--- src/rtl/noc_input_unit.sv ---
// rtl/noc_input_unit.sv - two-source round-robin NoC input FIFO with head ECC syndrome check
// Optional feature macro: NOC_INPUT_UNIT_ECC_CHECK_EN
module noc_input_unit #(
  parameter int         DEPTH      = 4,
  parameter logic [3:0] LOCAL_ADDR = 4'h0
) (
  input  logic        clk,
  input  logic        reset,
  input  logic        core_valid,
  output logic        core_ready,
  input  logic [10:0] core_data,
  input  logic [1:0]  core_ctrl,
  input  logic        link_valid,
  output logic        link_ready,
  input  logic [10:0] link_data,
  output logic        out_valid,
  input  logic        out_ready,
  output logic [10:0] out_data,
  output logic        out_local,
  output logic [4:0]  count,
  output logic        ecc_err,
  output logic [7:0]  ecc_err_cnt
);

  localparam int         AW       = $clog2(DEPTH);
  localparam logic [4:0] FULL_CNT = 5'(DEPTH);

  logic [10:0]   mem_q [DEPTH];
  logic [AW-1:0] wr_ptr_q, wr_ptr_d;
  logic [AW-1:0] rd_ptr_q, rd_ptr_d;
  logic [4:0]    count_q, count_d;
  logic          rr_q, rr_d;
  logic          full, core_grant, link_grant, wr_en, rd_en;
  logic [10:0]   wr_data;

  // Fullness is judged on the registered count, so a same-cycle read never frees a slot.
  always_comb begin
    full       = (count_q == FULL_CNT);
    core_grant = !reset && !full && core_valid && (!link_valid || !rr_q);
    link_grant = !reset && !full && link_valid && (!core_valid || rr_q);
    wr_en      = link_grant || (core_grant && core_ctrl == 2'd2);
    wr_data    = link_grant ? link_data : core_data;
    rd_en      = out_valid && out_ready;

    rr_d = rr_q;
    if (!full && core_valid && link_valid) rr_d = ~rr_q;

    wr_ptr_d = wr_ptr_q;
    if (wr_en) wr_ptr_d = wr_ptr_q + AW'(1);
    rd_ptr_d = rd_ptr_q;
    if (rd_en) rd_ptr_d = rd_ptr_q + AW'(1);

    count_d = count_q;
    case ({wr_en, rd_en})
      2'b10:   count_d = count_q + 5'd1;
      2'b01:   count_d = count_q - 5'd1;
      default: count_d = count_q;
    endcase
  end

  always_ff @(posedge clk or posedge reset) begin
    if (reset) begin
      wr_ptr_q <= '0;
      rd_ptr_q <= '0;
      count_q  <= '0;
      rr_q     <= 1'b0;
    end else begin
      wr_ptr_q <= wr_ptr_d;
      rd_ptr_q <= rd_ptr_d;
      count_q  <= count_d;
      rr_q     <= rr_d;
    end
  end

  always_ff @(posedge clk) begin
    if (wr_en) mem_q[wr_ptr_q] <= wr_data;
  end

  assign core_ready = core_grant;
  assign link_ready = link_grant;
  assign count      = count_q;
  assign out_valid  = (count_q != 5'd0);
  assign out_data   = mem_q[rd_ptr_q];
  assign out_local  = out_valid && (out_data[3:0] == LOCAL_ADDR);

`ifdef NOC_INPUT_UNIT_ECC_CHECK_EN
  logic [6:0] r;
  logic [2:0] syndrome;
  logic [7:0] err_cnt_q, err_cnt_d;

  always_comb begin
    r        = out_data[10:4];
    syndrome = {r[3] ^ r[4] ^ r[5] ^ r[6],
                r[1] ^ r[2] ^ r[5] ^ r[6],
                r[0] ^ r[2] ^ r[4] ^ r[6]};
    err_cnt_d = err_cnt_q;
    if (rd_en && ecc_err && err_cnt_q != 8'hFF) err_cnt_d = err_cnt_q + 8'd1;
  end

  always_ff @(posedge clk or posedge reset) begin
    if (reset) err_cnt_q <= '0;
    else       err_cnt_q <= err_cnt_d;
  end

  assign ecc_err     = out_valid && (syndrome != 3'd0);
  assign ecc_err_cnt = err_cnt_q;
`else
  assign ecc_err     = 1'b0;
  assign ecc_err_cnt = 8'd0;
`endif

endmodule

--- config.mk ---
export PLATFORM = sky130hd
export DESIGN_NAME = noc_input_unit
export DESIGN_NICKNAME = d
export VERILOG_FILES = /design/src/rtl/noc_input_unit.sv
export SDC_FILE = /design/constraint.sdc
export NUM_CORES = 1
export LEC_CHECK = 0
export BUFFER_PORTS_ARGS = -buffer_cell sky130_fd_sc_hd__clkbuf_2
export CAP_MARGIN = 20
export CELL_PAD_IN_SITES_DETAIL_PLACEMENT = 0
export CELL_PAD_IN_SITES_GLOBAL_PLACEMENT = 1
export CORE_ASPECT_RATIO = 1.75
export CORE_MARGIN = 10
export CORE_UTILIZATION = 48
export DETAILED_ROUTE_END_ITERATION = 10
export MAX_ROUTING_LAYER = met4
export PLACE_DENSITY_LB_ADDON = 0.3
export SLEW_MARGIN = 10
export SYNTH_ARGS = -nofsm -noshare
export SYNTH_HDL_FRONTEND = slang
export SYNTH_SLANG_ARGS = --single-unit
--- constraint.sdc ---
create_clock -name clk -period 3.65 [get_ports clk]
set_input_delay 0.1825 -clock clk [delete_from_list [all_inputs] [get_ports clk]]
set_output_delay 0.1825 -clock clk [all_outputs]
set_load 0.05 [all_outputs]
### After elaboration in Yosys (flattened, before gate mapping)

Memory sizes are Yosys's and may differ from the RTL's.
Index checks and enable logic that the tools add are counted.

| storage, ports and cells | value |
|---|---|
| register bits | 10 |
| memory bits (writable) | 44 |
| input bits | 29 |
| output and inout port bits | 29 |
| logic and storage cells | 39 |
| memories | 1 |

Memories:

| memory | words | width | read ports | clocked after Yosys merged registers in | wr ports | RTL line | text |
|---|---|---|---|---|---|---|---|
| mem_q | 4 | 11 | 1 | 0 | 1 | 28 | `logic [10:0] mem_q [DEPTH];` |

| cells by class | value |
|---|---|
| $add $sub $neg | 4 |
| equality and inequality tests | 4 |
| muxes and demuxes | 4 |
| bitwise logic cells | 1 |
| reductions and logical operators | 21 |

Operators with widths:

| cell | number |
|---|---|
| 11-bit two-way mux | 1 |
| 1-bit logical AND | 10 |
| 5-bit case mux with 2 select lines | 1 |
| 5-bit by 1-bit adder with 5-bit output, second input constant | 1 |
| 5-bit by 3-bit equality test with 1-bit output, second input constant | 1 |
| 1-bit zero test | 5 |
| 5-bit nonzero test | 1 |
| 5-bit by 1-bit subtractor with 5-bit output, second input constant | 1 |
| 2-bit by 1-bit adder with 2-bit output, second input constant | 2 |
| 2-bit equality test, second input constant | 2 |
| 4-bit zero test | 1 |
| 1-bit logical OR | 3 |
| 2-bit by 1-bit equality test with 1-bit output, second input constant | 1 |
| 1-bit two-way mux | 2 |
| 2-bit nonzero test | 1 |
| 1-bit NOT | 1 |

### Longest topological paths before layout

Gate-level depths: netlist of the first run.

| depth | value |
|---|---|
| depth after elaboration | 9 |
| mapped depth | 11 |
| depth with buffers taken out | 11 |

### Least setup slack after synthesis of the first run

OpenSTA, ideal clock, no wires.

| path | value |
|---|---|
| kind | register -> register |
| start | reg count_q[0] (netlist: count[0]) |
| end | reg count_q[4] (netlist: count[4]) |
| library setup time | 0.162 ns |
| arrival | 3.025 ns |
| required time | 3.488 ns |
| path slack | 0.463 ns |
| stages on the path, launching flop included | 10 |
| buffers on the path | 0 |
| clock period less this slack | 3.187 ns |
| cell sequence | dfrtp_1 -> nor4_4 -> nand2b_1 -> and2_1 -> ha_1 -> ha_1 -> nor2b_1 -> o21a_1 -> o311ai_0 -> o311ai_0 |

| on the way | value |
|---|---|
| elaborated cells between the ends (all ways) | 17 |
| those cells by class | 2 x add/sub; 3 x eq/ne; 1 x mux; 11 x reduce/logical |

RTL lines:

| element | RTL line | text |
|---|---|---|
| from (decl) | 31 | `logic [4:0] count_q, count_d;` |
| from (signal assigned) | 70 | `count_q <= count_d;` |
| 5-bit nonzero test (*) | 82 | `assign out_valid = (count_q != 5'd0);` |
| named net out_valid | 16 | `output logic out_valid,` |
| 1-bit logical AND (*) | 43 | `rd_en = out_valid && out_ready;` |
| named net rd_en | 33 | `logic full, core_grant, link_grant, wr_en, rd_en;` |
| 2-bit by 1-bit equality test with 1-bit output or 2-bit equality test (tied branches) | 54 | `case ({wr_en, rd_en})` |
| 5-bit case mux with 2 select lines or 2-bit nonzero test (tied branches) | -- |  |

Mark *: on every way through the listed nets, which the timed path passes. The rest lies on a longest branch.
A chain may end at the register's enable or synchronous reset.

### Worst setup path in the final report of the first run

| path | value |
|---|---|
| start | reg count_q[0] (netlist: count[0]) |
| end | reg count_q[4] (netlist: count[4]) |

| on the way | value |
|---|---|
| elaborated cells between the ends (all ways) | 17 |
| those cells by class | 2 x add/sub; 3 x eq/ne; 1 x mux; 11 x reduce/logical |

RTL lines:

| element | RTL line |
|---|---|
| 5-bit nonzero test (*) | 82 |
| 1-bit logical AND (*) | 43 |
| named net rd_en | 33 |
| 2-bit by 1-bit equality test with 1-bit output or 2-bit equality test (tied branches) | 54 |
| 5-bit case mux with 2 select lines or 2-bit nonzero test (tied branches) | -- |

Marks and branches as above.

==> flow_metrics.tcl, run 1 <==
set metrics [dict create \
    status "complete, no violations" \
    synth_edf_count 44 \
    area_growth_pct 12.7 \
    seq_power_share 0.392 \
    gp_congestion 0.745 \
    design.core.area_um2 5260 \
    die_w_um 75.5 \
    drv_slew 0 \
    final_common_cell "clkbuf_2" \
    rsz0062_at_grt "false" \
    synth_cell_type_count 40 \
    wl_mm 5.19 \
    powerDensity_nw_per_um2 801 \
    hold_viol 0 \
    p_total_mw 2.34 \
    globalRouteTotalUtil 0.125 \
    rows 35 \
    antenna_left 0 \
    htreeDepth 2 \
    cts_resized 0 \
    die_h_um 117 \
    tritoncts "yes" \
    synth_top_area_cell "edfxtp_1" \
    hold_class "input port to flop" \
    top_level_ports 58 \
    grt_max_degree 16 \
    drive_above_1_share 0.397 \
    regArea_um2 1570 \
    setup_tns_ps 0 \
    final_core_util 0.555 \
    drv_cap 0 \
    grt_pass1_wl_mm 7.98 \
    critPathRequiredTime_ps 3800 \
    synth_cells 152 \
    start_kind "flop" \
    fmax_mhz 339 \
    synthArstFlopShare 0.185 \
    fin_ws_ps 699 \
    antenna_found_initial 0 \
    worst_pin_slew_ps 641 \
    synth_top_area_share 0.511 \
    synth_area_leaders "edfxtp_1, dfrtp_1, mux4_2" \
    drc_errors 0 \
    cts_buffers 5 \
    clock_skew_ps 8.02 \
    synth_area_per_cell_um2 17.0 \
    via_per_inst 5.51 \
    drt_iter0_drc 113 \
    wl_per_cell_um 20.1 \
    start_util 0.492 \
    cts_root_buf "clkbuf_8" \
    dpl.hpwl_mm 3.92 \
    post-route-period-util 0.809 \
    grt_overflow 0 \
    grt_pass1_vias 1532 \
    drt_pass1_iterations 4 \
    diodes 0 \
    setup_violations 0 \
    multiInputGateArea_um2 908 \
    clockPowerShare 0.135 \
    crit_fanout 7 \
    clk_path_buf_depth 2 \
    mostFrequentLayoutCells "clkbuf_2, edfxtp_1, dfrtp_1" \
    synth_ff_type "edfxtp_1" \
    clk_pin_slew_ps 80 \
    insertion_delay_ps 300 \
    worstSetupEndpointType "flop" \
    leakage_nw 1.17 \
    path_class "flop to flop" \
    relSlewSlack 0.573 \
    peakVddDrop_mv 0.668 \
    syn_area_um2 2590 \
    port_buffers 48 \
    combPwrFrac 0.473 \
    ys_seq_area_frac 0.607 \
    via_count 1428 \
    power_switching_mw 1.04 \
    nNetsFinal 242 \
    dieArea_um2 8840 \
    final.min_clock_period_ps 2950 \
    worstPathArrival_ps 3100 \
    cts.sinks 54 \
    n_fill_cell 443 \
    sw_frac_of_total 0.445 \
    synth-seq-cells 54 \
    p_int_mw 1.30 \
    place_ws_ps 735 \
    synth_warnings 0 \
]
==> repair_timing <==
| item | CTS | global route |
|---|---|---|
| hold buffers | 1 | 0 |
| hold endpoints to repair | 10 | 0 |
| buffers inserted | 0 | 0 |
==> cell usage after synthesis (all sizes together) (3+ instances only) <==
master and instances:
a21oi 3, and2 6, buf 12, dfrtp 10
edfxtp 44, ha 8, inv 8, mux2 12
mux4 11, nand2 4, nor2 3, o21ai 4
xnor2 3, xor2 4
==> power groups by stage <==
stage               Clock, mW  Combinational (mW)  Sequential (mW)
finish                  0.316                1.10            0.917
global route            0.343                1.18            0.936
CTS                     0.323                1.12            0.918
detailed placement          0                1.12            0.931
global placement            0                1.09            0.921
floorplan                   0               0.827            0.979
==> cells by family after synthesis <==
| group | count (synthesis) | share of synthesized area |
|---|---|---|
| other | 1 | 0.00145 |
| multiplexers | 24 | 0.169 |
| buffers and inverters | 21 | 0.0532 |
| AND/OR/NAND/NOR | 22 | 0.0546 |
| flip-flops | 54 | 0.607 |
| AO/OA/AOI/OAI | 14 | 0.0440 |
| XOR/XNOR | 7 | 0.0237 |
| adder cells (fa/ha/maj) | 9 | 0.0464 |
==> worst paths after layout <==
kind	from	to	slack [ps]	cells past startpoint
min in group asynchronous	reset	count[2]	420	3
worst min register to register	rr_q	rr_q	530	1
worst max register to register	count[0]	count[4]	700	9
worst min-delay path	out_ready	rd_ptr_q[1]	160	3
max in group asynchronous	reset	count[1]	2930	3
worst max-delay path	count[0]	count[4]	700	9
==> layout make-up <==
cell class,count,area share
Clock buffer,6,0.0249
Clock inverter,1,0.00257
Inverter,8,0.0103
Multi-Input combinational cell,85,0.311
Sequential cell,54,0.539
Tap cell,55,0.0236
Timing Repair Buffer,50,0.0884
==> worst max-delay path, cell delays in order (launching register included) <==
cell and delay, ps:
dfrtp_1 460, nor4_4 390, nand2b_1 160, and2_1 210, ha_1 270, ha_1 350, nor2b_1 160, o21a_1 200
o311ai_0 390, o311ai_0 210
==> sequential cells by signal (all words and copies together) (netlist names) <==
name      flops
mem_q        44
count         5
rd_ptr_q      2
wr_ptr_q      2
rr_q          1
==> through the flow <==
stage	hold slack (ps)	cell area, um2	std cells
CTS	160	2920	259
detailed placement	198	2830	251
floorplan	22.7	2620	160
global placement	199	2830	251
finish	165	2920	259
global route	175	2920	259
==> layer usage <==
layer,up-vias,track usage,routed length [um],share of wire
met4,0,0.0635,134,0.026
met3,9,0.0219,265,0.051
met1,713,0.132,1890,0.36
li1,657,-,-,-
met5,-,-,0,0
met2,49,0.214,2910,0.56
No activity file was read; power rests on OpenSTA's default activity.
==> run 2: changes to the inputs <==
Settings changed: CORE_UTILIZATION 48 to 40.
Clock period 3.65 ns to 2.5 ns, I/O delays scaled along.
==> flow_metrics.tcl, run 2 (synthesis results as in run 1) <==
set metrics [dict create \
    drt_iter0_drc 83 \
    path_common_cell "ha_4" \
    worst_pin_slew_ps 634 \
    peakVddDrop_mv 0.745 \
    p_total_mw 3.60 \
    die_h_um 126 \
    path_class "flop to flop" \
    start_kind "flop" \
    cts.sinks 54 \
    diodes 0 \
    largest-register "mem_q" \
    drive_above_1_share 0.457 \
    timing.critical_path.buf_inv 1 \
    max_stage_delay_ps 450 \
    port_buffers 48 \
    largest_reg_flops 44 \
    antenna_left 0 \
    setup_violations 0 \
    insertion_delay_ps 300 \
    grt_overflow 0 \
    clk_path_buf_depth 2 \
    rows 38 \
    grt_pass1_vias 1570 \
    place_area_um2 2920 \
    start_util 0.415 \
    nNetsFinal 245 \
    cts_root_buf "clkbuf_8" \
    postCtsSetupRepairBufs 0 \
    crit_fanout 7 \
    dieArea_um2 10200 \
    final_area_um2 3040 \
    worstSetupEndpointType "flop" \
    cp_slowest_cell "dfrtp_2" \
    powerDensity_nw_per_um2 1180 \
    clock_skew_ps 4.94 \
    fmax_mhz 411 \
    post-route-period-util 0.974 \
    grt_max_degree 17 \
    tritoncts "yes" \
    leakage_nw 1.20 \
    rsz0062_at_grt "true" \
    final.min_clock_period_ps 2440 \
    hold_class "input port to flop" \
    area_growth_pct 17.6 \
    n_fill_cell 552 \
    wl_mm 5.06 \
    status "complete, no violations" \
    die_w_um 80.8 \
    final_common_cell "clkbuf_2" \
    wl_per_cell_um 17.6 \
    drv_slew 0 \
    critPathTopFamily "simple AND/OR/NAND/NOR gates" \
    antenna_found_initial 0 \
    drc_errors 0 \
    top_level_ports 58 \
    gp_congestion 0.725 \
    hold_viol 0 \
    cp_cell_sequence "nor4_4 > buf_4 > nand2b_4 > and2_4 > ha_4 > ha_4 > nor2b_2 > o21a_1 > or2_0 > o311ai_1" \
    final_core_util 0.489 \
    clk_pin_slew_ps 90 \
    reg2reg_slack_ps 60 \
    drv_cap 0 \
    via_count 1413 \
    grt_pass1_wl_mm 7.96 \
    htreeDepth 2 \
    via_per_inst 4.91 \
    relSlewSlack 0.578 \
    drt_pass1_iterations 4 \
    worstPathArrival_ps 2630 \
    mostFrequentLayoutCells "clkbuf_2, edfxtp_1, mux2_4, conb_1" \
    globalRouteTotalUtil 0.103 \
    design.core.area_um2 6230 \
    dpl.hpwl_mm 3.94 \
    cts_buffers 5 \
    critPathRequiredTime_ps 2700 \
]
run 2: repair_timing:
action,in CTS,in global routing
hold buffers,1,0
setup endpoints to repair,0,2
gates resized for setup,0,2
hold endpoints to repair,10,0
run 2: final timing paths:
check,depth (start not counted),end,from
max,10,count[4],count[4]
min,3,rd_ptr_q[1],out_ready
max reg2reg,10,count[4],count[4]
min reg2reg,1,rr_q,rr_q
max in group asynchronous,3,count[0],reset
min in group asynchronous,3,wr_ptr_q[0],reset
run 2: power by group:
group / switching, mW / total [mW] / internal (mW)
clock network: 0.273 / 0.571 / 0.299
registers: 0.167 / 1.34 / 1.17
logic: 1.09 / 1.69 / 0.592
total: 1.53 / 3.60 / 2.06
run 2: cell type report:
class,count,area (um2),share of cell area
Clock buffer,6,72.6,0.0238
Inverter,8,30.0,0.00986
Tap cell,80,100,0.0329
Multi-Input combinational cell,85,946,0.311
Clock inverter,2,37.5,0.0123
Timing Repair Buffer,53,280,0.0921
Sequential cell,54,1580,0.518
run 2: routing by layer:
| metal | vias up | routed length (um) | global-route usage | share of wire |
|---|---|---|---|---|
| li1 | 662 | - | - | - |
| met1 | 709 | 1960 | 0.108 | 0.39 |
| met2 | 37 | 2780 | 0.181 | 0.55 |
| met3 | 5 | 265 | 0.0248 | 0.052 |
| met4 | 0 | 53 | 0.0307 | 0.010 |
| met5 | - | 0 | - | 0 |
run 2: stage by stage:
stage	setup TNS, ps	setup slack [ps]	cells	hold slack [ps]
after detailed placement	0	76.0	279	152
final	0	64.4	288	104
after CTS	0	28.7	288	95.9
after floorplan	-8.63	-8.63	160	-35.1
after global placement	0	143	279	147
after global routing	-119	-119	288	107
run 2: tightest hold or removal path: stages:
cell and delay, ps:
clkbuf_2 100, nand3_1 90, xnor2_1 60
